File: config.mk
export PLATFORM = sky130hd
export DESIGN_NAME = riscv_core_dcache_controller
export DESIGN_NICKNAME = d
export VERILOG_FILES = /design/src/rtl/riscv_core_dcache_controller.sv
export SDC_FILE = /design/constraint.sdc
export NUM_CORES = 2
export LEC_CHECK = 0
export BUFFER_PORTS_ARGS = -buffer_cell sky130_fd_sc_hd__buf_2
export CORE_MARGIN = 5
export CORE_UTILIZATION = 45
export CTS_CLUSTER_DIAMETER = 200
export DETAILED_ROUTE_END_ITERATION = 8
export GPL_ROUTABILITY_DRIVEN = 0
export GPL_TIMING_DRIVEN = 0
export PLACE_DENSITY_LB_ADDON = 0.1
export REMOVE_ABC_BUFFERS = 1
export SYNTH_ARGS = -nofsm -noshare
export SYNTH_HDL_FRONTEND = slang
export SYNTH_SLANG_ARGS = --single-unit
export TNS_END_PERCENT = 50
File: constraint.sdc
create_clock -name i_clk -period 3.35 [get_ports i_clk]
set_input_delay 0 -clock i_clk [delete_from_list [all_inputs] [get_ports i_clk]]
set_output_delay 0 -clock i_clk [all_outputs]
set_load 0.005 [all_outputs]
File: src/rtl/riscv_core_dcache_controller.sv
// L1 data cache sequencer: direct-mapped, 32-byte lines, write-through,
// no-write-allocate; owns tag/valid state and drives data-memory and AXI requests.
module riscv_core_dcache_controller #(
    parameter int ADDR_WIDTH  = 32,
    parameter int INDEX_WIDTH = 7,
    parameter int CNT_WIDTH   = 32
) (
    input  logic                  i_clk,
    input  logic                  i_rst_n,
    input  logic                  i_req_valid,
    input  logic                  i_req_wr,
    input  logic                  i_req_amo,
    input  logic [ADDR_WIDTH-1:0] i_addr,
    input  logic                  i_flush,
    output logic                  o_stall,
    output logic                  o_mem_rd_en,
    output logic                  o_mem_wr_en,
    output logic                  o_mem_amo_wr,
    output logic                  o_mem_block_replace,
    output logic                  o_axi_rd_req,
    output logic                  o_axi_wr_req,
    output logic [ADDR_WIDTH-1:0] o_axi_addr,
    input  logic                  i_axi_rd_done,
    input  logic                  i_axi_wr_done,
    output logic [CNT_WIDTH-1:0]  o_miss_count
);

    localparam int SETS    = 1 << INDEX_WIDTH;
    localparam int TAG_LSB = 5 + INDEX_WIDTH;
    localparam int TAG_W   = ADDR_WIDTH - TAG_LSB;

    typedef enum logic [1:0] {
        IDLE,
        REFILL,
        AMO_WR,
        WTHRU
    } state_t;

    state_t            state;
    logic [SETS-1:0]   valid;
    logic [TAG_W-1:0]  tags [SETS];

    logic [INDEX_WIDTH-1:0] idx;
    logic [TAG_W-1:0]       tag;
    logic                   hit;
    logic                   rd_type;
    logic                   refill_done;

    assign idx     = i_addr[TAG_LSB-1:5];
    assign tag     = i_addr[ADDR_WIDTH-1:TAG_LSB];
    assign hit     = valid[idx] && (tags[idx] == tag);
    // AMOs take the load path first: they need the line resident to read an operand
    assign rd_type = !i_req_wr || i_req_amo;
    assign refill_done = (state == REFILL) && i_axi_rd_done;

    always_comb begin
        o_stall             = 1'b0;
        o_mem_rd_en         = 1'b0;
        o_mem_wr_en         = 1'b0;
        o_mem_amo_wr        = 1'b0;
        o_mem_block_replace = 1'b0;
        o_axi_rd_req        = 1'b0;
        o_axi_wr_req        = 1'b0;
        unique case (state)
            IDLE: begin
                if (i_flush) begin
                    o_stall = i_req_valid;
                end else if (i_req_valid) begin
                    if (rd_type) begin
                        o_mem_rd_en = hit;
                        o_stall     = !hit || i_req_amo;
                    end else begin
                        o_mem_wr_en = hit;
                        o_stall     = 1'b1;
                    end
                end
            end
            REFILL: begin
                o_stall             = 1'b1;
                o_axi_rd_req        = 1'b1;
                o_mem_wr_en         = i_axi_rd_done;
                o_mem_block_replace = i_axi_rd_done;
            end
            AMO_WR: begin
                o_stall      = 1'b1;
                o_mem_wr_en  = 1'b1;
                o_mem_amo_wr = 1'b1;
            end
            WTHRU: begin
                o_axi_wr_req = 1'b1;
                o_stall      = !i_axi_wr_done;
            end
        endcase
    end

    always_comb begin
        o_axi_addr = '0;
        if (o_axi_rd_req)
            o_axi_addr = {i_addr[ADDR_WIDTH-1:5], 5'b0};
        else if (o_axi_wr_req)
            o_axi_addr = i_addr;
    end

    always_ff @(posedge i_clk or negedge i_rst_n) begin
        if (!i_rst_n) begin
            state        <= IDLE;
            valid        <= '0;
            o_miss_count <= '0;
        end else begin
            unique case (state)
                IDLE: begin
                    if (i_flush) begin
                        valid <= '0;
                    end else if (i_req_valid) begin
                        if (rd_type && !hit) begin
                            state <= REFILL;
                            if (o_miss_count != '1)
                                o_miss_count <= o_miss_count + 1'b1;
                        end else if (rd_type && i_req_amo) begin
                            state <= AMO_WR;
                        end else if (!rd_type) begin
                            state <= WTHRU;
                        end
                    end
                end
                REFILL: begin
                    if (i_axi_rd_done) begin
                        valid[idx] <= 1'b1;
                        state      <= IDLE;
                    end
                end
                AMO_WR: state <= WTHRU;
                WTHRU: begin
                    if (i_axi_wr_done)
                        state <= IDLE;
                end
            endcase
        end
    end

    // Tag storage is plain memory; the valid bits alone make it meaningful
    always_ff @(posedge i_clk) begin
        if (refill_done)
            tags[idx] <= tag;
    end

endmodule
=== Yosys cells after proc, flatten, opt, wreduce, memory -nomap -nowiden ===
Memories as Yosys holds them, arrays and structs flattened.
Cells that the tools add are included.

* Memories kept: 1
* Logic and storage cells: 71
* Bits of input ports: 40
* Memory bits (writable): 2560
* Register bits after elaboration: 162

{| class="wikitable"
|+ Memory list
! memory !! words !! width !! read ports !! clocked after Yosys merged registers in !! write ports !! line !! text
|-
| tags || 128 || 20 || 1 || 0 || 1 || 41 || <nowiki>logic [TAG_W-1:0] tags [SETS];</nowiki>
|}

* Equality and inequality tests: 11
* Mux-type cells: 35
* Add/sub/neg operators: 1
* Order comparisons: 2
* Bitwise logic cells: 2
* Reductions and logical operators: 16

{| class="wikitable"
|+ Operators by type and width
! operator !! count
|-
| $mux W128 || 2
|-
| $pmux W128 S2 || 1
|-
| $or A128 B128 Y128 || 1
|-
| $mux W32 || 2
|-
| $add A32 B1 Y32 const B || 1
|-
| $ne A32 B32 Y1 const B || 1
|-
| $eq A20 B20 Y1 || 1
|-
| $mux W1 || 18
|-
| $mux W2 || 7
|-
| $ne A2 B2 Y1 const B || 5
|-
| $reduce_and A5 Y1 || 2
|-
| $lt A7 B8 Y1 const B || 1
|-
| $pmux W2 S4 || 1
|-
| $bmux W1 S7 || 1
|-
| $demux W1 S7 || 1
|-
| $ge A7 B1 Y1 const B || 1
|-
| $pmux W1 S3 || 2
|-
| $logic_and A1 B1 Y1 || 5
|-
| $eq A2 B2 Y1 const B || 2
|-
| $ne A4 B4 Y1 const B || 1
|-
| $logic_not A1 Y1 || 3
|-
| $reduce_and A3 Y1 || 1
|-
| $eq A2 B1 Y1 const B || 1
|-
| $logic_not A2 Y1 || 1
|-
| 4 further kinds || 5
|}

=== Longest topological paths before layout ===
* Word-level depth: 9
* Mapped depth: 20
* Gate-level depth less buffers: 11

=== Worst setup path before layout ===
No wires, ideal clock.

* Kind: input port to flip-flop
* Start: input i_addr[6]
* End: register o_miss_count[1]
* Data arrival time: 3039 ps
* Slack: 184 ps
* Cell stages on the path: 15
* Data required time: 3222 ps
* Library setup time: 128 ps
* Cell sequence: buf_4 -> buf_6 -> buf_6 -> mux4_2 -> a22oi_1 -> o211a_1 -> o211ai_1 -> a2111oi_2 -> a31o_2 -> nand4_1 -> a2111oi_2 -> and4_1 -> buf_6 -> nor2_1 -> mux2_1

* Longest elaborated chain between the ends: 6
* Elaborated cells on any way between the ends: 8
* Those cells by class: eq/ne (1); mux (2); reduce/logical (4); memory (1)

{| class="wikitable"
|+ Ends and longest elaborated chain
! element !! line !! text
|-
| start: declaration || 13 || <nowiki>input logic [ADDR_WIDTH-1:0] i_addr,</nowiki>
|-
| $mem_v2 Z128 W20 / $bmux W1 S7 (equally long branches) || n/a ||
|-
| $eq A20 B20 Y1 / $mux W1 (equally long branches) || 51 || <nowiki>assign hit = valid[idx] && (tags[idx] == tag);</nowiki>
|-
| $logic_and A1 B1 Y1 * || 51 ||
|-
| $logic_not A1 Y1 * || 115 || <nowiki>if (rd_type && !hit) begin</nowiki>
|-
| $logic_and A1 B1 Y1 * || 115 ||
|-
| $reduce_and A5 Y1 (no line) * || n/a ||
|-
| end signal: assignment || 118 || <nowiki>o_miss_count <= o_miss_count + 1'b1;</nowiki>
|-
| end: declaration || 25 || <nowiki>output logic [CNT_WIDTH-1:0] o_miss_count</nowiki>
|}

Every way passes the cells marked *; elsewhere a longest branch is shown, timed or not. The select of a mux whose other input is x is not followed.
A chain may end at the register's enable or synchronous reset.

=== Worst setup path after layout ===
* Start: input i_addr[6]
* End: output o_mem_rd_en

* Longest elaborated chain between the ends: 7
* Elaborated cells on any way between the ends: 9
* Those cells by class: eq/ne (1); mux (6); reduce/logical (1); memory (1)

{| class="wikitable"
|+ Ends and longest elaborated chain
! element !! line !! text
|-
| $mem_v2 Z128 W20 / $bmux W1 S7 (equally long branches) || n/a ||
|-
| $eq A20 B20 Y1 / $mux W1 (equally long branches) || 51 ||
|-
| $logic_and A1 B1 Y1 * || 51 ||
|-
| $mux W1 * || 69 || <nowiki>if (rd_type) begin</nowiki>
|-
| $mux W1 * || 68 || <nowiki>end else if (i_req_valid) begin</nowiki>
|-
| $mux W1 * || 66 || <nowiki>if (i_flush) begin</nowiki>
|-
| $mux W1 * || 64 || <nowiki>unique case (state)</nowiki>
|-
| end: declaration || 16 || <nowiki>output logic o_mem_rd_en,</nowiki>
|}

Marks and branches as above.

==> summary.txt <==
Worst hold path
  – Hold path endpoint: tags[79][15]
  – Hold Path Depth: 2
  – Hold/Removal Path Class: in -> reg
  – HP Start: i_addr[27]

STA
  – Sum Neg Setup Slack: -31640 ps
  – Setup violators final: 37
  – Fin crit period: 4890 ps
  – Worst Tran Pin Value: 1330 ps
  – Slew margin rel.: 0.108
  – Hold Vio Cnt, Final: 0
  – RSZ-0062 raised after global routing: yes
  – Fmax: 0.205 GHz
  – Final clock skew: 35.3 ps
  – Setup slack after layout: -1540 ps
  – Tcrit/Tclk final: 1.46
  – Hold Slack: 37.7 ps
  – Max Slew Vio Count: 0

CTS
  – Clk buf depth: 4
  – CTS root buf: clkbuf_16
  – Clk Latency, worst-skew pair: 950 ps
  – H-tree depth: 5
  – Reg clk slew, reported paths: 60 ps
  – Clk sink count: 2722
  – CTS buffer count: 304
  – CTS tree: yes

Synthesis
  – EDFF count, synth: 2560
  – Mapped Avg Cell Area: 18.1 um2
  – Top_reg_cell synth: edfxtp_1
  – Register bit total from synthesis: 2722
  – Yosys warning count: 0
  – Post-synthesis cell count: 5927
  – FFs w/ async S/R, synth: 0.0595
  – Synthesized cell area: 107000 um2
  – Post-synthesis sequential area ratio: 0.753
  – Yosys cell types: 96

Worst setup path
  – Critical path class: in -> out
  – Worst r2r path cells: 13
  – R2r setup slk: -930 ps
  – Worst Path Arrival: 4890 ps
  – Crit start category: input pin
  – CP Capture Type: output pin
  – Reg-to-reg endpoint: o_miss_count[1]
  – Crit Path Max Fanout: 33
  – Required time worst endpoint: 3350 ps
  – FF-to-FF Start: tags[62][4]

Pwr
  – Comb power frac: 0.085
  – Worst vdd ir: 0.401 mV
  – Net Sw Frac: 0.233
  – Pwr dens: 598 nW/um2
  – Sequential share of power: 0.497
  – Sw power: 17.7 mW
  – Internal Power: 58.1 mW
  – Clock power share: 0.418
  – Leak: 41.8 nW
  – Final Power: 75.8 mW

Route
  – Pre-antenna DRT Iters: 8
  – Remaining antenna violation count: 0
  – Vias: 63400
  – DRC viols: 0
  – Routed len/inst: 38.9 um
  – 1st-iter DRT viols: 9980
  – Drt via density: 6.58
  – Total Wirelength: 375000 um

Flow run
  – Maxcap violations: 0

GRT
  – Largest net degree at the start of global routing: 115
  – Overflow after GRT: 0
  – GRT Util Overall: 0.293
  – Initial antenna violation count: 33
  – Vias in the first global route: 60300
  – Global-route wire length before repair: 508000 um

Status
  – Run status: finished with violations
  – Failing checks: negative setup slack

Die
  – Core Rows: 179
  – Die area: 249000 um2
  – Core box area: 238000 um2
  – Initial Utilization: 0.452
  – Die Wd: 499 um
  – Die outline height: 499 um
  – I/O pins: 111

Finish
  – Core Util, Final: 0.533
  – Layout area overhead: 17.9%
  – Final net count: 6305
  – Most common cell after layout, fill and taps aside: edfxtp_1
  – Most frequent cells in the layout: 2560 x edfxtp_1, 389 x mux2i_1, 321 x mux4_2
  – Layout cells sized above 1: 0.232

Place
  – Port Buffers: 110
  – HPWL after DPL: 201000 um
[worst max path at each step]
stage | from | end | slack, ps | cells past startpoint
final | i_addr[6] | o_mem_rd_en | -1540 | 14
after global routing | tags[62][4] | o_mem_wr_en | -1560 | 12
after CTS | tags[60][4] | o_mem_wr_en | -1510 | 12
after detailed placement | i_addr[11] | o_miss_count[1] | -3920 | 12
after global placement | i_addr[5] | o_miss_count[1] | -56730 | 12
after floorplan | i_addr[6] | o_miss_count[1] | -2410 | 11
[per-stage QoR]
stage / instance area (um2) / cells / setup WS, ps
3_3_place_gp: 110000 / 8816 / -56730
6_report: 127000 / 9639 / -1540
2_1_floorplan: 105000 / 5539 / -2410
4_1_cts: 126000 / 9604 / -1510
5_1_grt: 127000 / 9628 / -1560
3_5_place_dp: 114000 / 8964 / -3920
[layout make-up]
class / instances / area [um2]
multi-input cells: 2844 / 26600
inverters: 15 / 100
diodes: 13 / 32.5
well taps: 3167 / 3960
clock buffers: 379 / 8150
clock inverters: 127 / 1030
repair buffers: 372 / 5950
fillers: 18800 / 111000
flip-flops and latches: 2722 / 80900
[worst max-delay path, stage by stage]
cell	delay, ps
buf_8	140
buf_16	160
buf_4	210
nand2b_4	610
nor2_1	740
a222oi_1	280
o21ai_0	560
nor3_1	160
o41ai_2	530
xor2_1	240
nor3_1	230
nand4_1	510
nor2b_1	270
buf_2	160
[power by group through the flow]
stage | sequential [mW] | clock [mW] | combinational (mW)
floorplan | 38.3 | 0 | 2.20
global placement | 38.4 | 0 | 6.20
detailed placement | 38.4 | 0 | 5.71
CTS | 37.7 | 32.0 | 6.29
global route | 37.7 | 33.4 | 6.70
finish | 37.7 | 31.6 | 6.47
[per-layer routing]
layer / GRT usage / wire length [um] / vias to the layer above
li1: - / - / 25000
met1: 0.423 / 151000 / 33700
met2: 0.436 / 167000 / 4018
met3: 0.0626 / 39100 / 752
met4: 0.121 / 17800 / 2
met5: 0 / 15 / -
[flip-flops by register name, summed over array words and instances (netlist names)]
name	count
tags	2560
valid	128
o_miss_count	32
state	2
[synthesized netlist by cell type, drive strengths merged, types with 7 or more instances]
cell type / instances / area (um2)
o31ai: 10 / 75.1
a221oi: 166 / 1460
and4: 7 / 61.3
a211oi: 18 / 135
and2: 18 / 113
nor4b: 7 / 61.3
edfxtp: 2560 / 76900
nor3b: 10 / 86.3
o211ai: 17 / 128
nand2b: 25 / 156
buf: 263 / 1880
a2111oi: 12 / 136
a32oi: 10 / 87.6
o22ai: 149 / 932
a21oi: 267 / 1340
a22o: 24 / 210
dfrtp: 162 / 4050
nor2: 380 / 1430
mux2: 93 / 1050
nand2: 204 / 776
a31oi: 23 / 144
mux4: 321 / 7230
o2bb2ai: 24 / 210
a22oi: 94 / 706
o221ai: 40 / 350
mux2i: 390 / 3900
nand3b: 17 / 128
nor4: 26 / 169
clkbuf: 125 / 469
o22a: 8 / 70.1
inv: 13 / 51.3
nor3: 48 / 240
nor2b: 40 / 250
nand4: 21 / 131
a221o: 23 / 230
xor2: 37 / 324
xnor2: 8 / 70.1
o21ai: 100 / 500
nand3: 39 / 195
and3: 24 / 150
[repair_timing]
action | CTS | global route
resized for setup | 184 | 40
setup endpoints to repair | 2038 | 1001
cloned | 55 | 17
endpoints found under the hold margin | 2788 | 0
setup buffers | 43 | 7
pin swaps | 60 | 30
hold buffers | 36 | 0
[logic make-up after synthesis]
family,count (synthesis),share of synthesized area
AO/OA/AOI/OAI,1054,0.0683
multiplexers,804,0.113
flip-flops,2722,0.753
AND/OR/NAND/NOR,893,0.0387
XOR/XNOR,45,0.00367
buffers and inverters,403,0.0224
adder cells (fa/ha/maj),6,0.000698
Note: power is estimated with default switching activity, not from simulation.
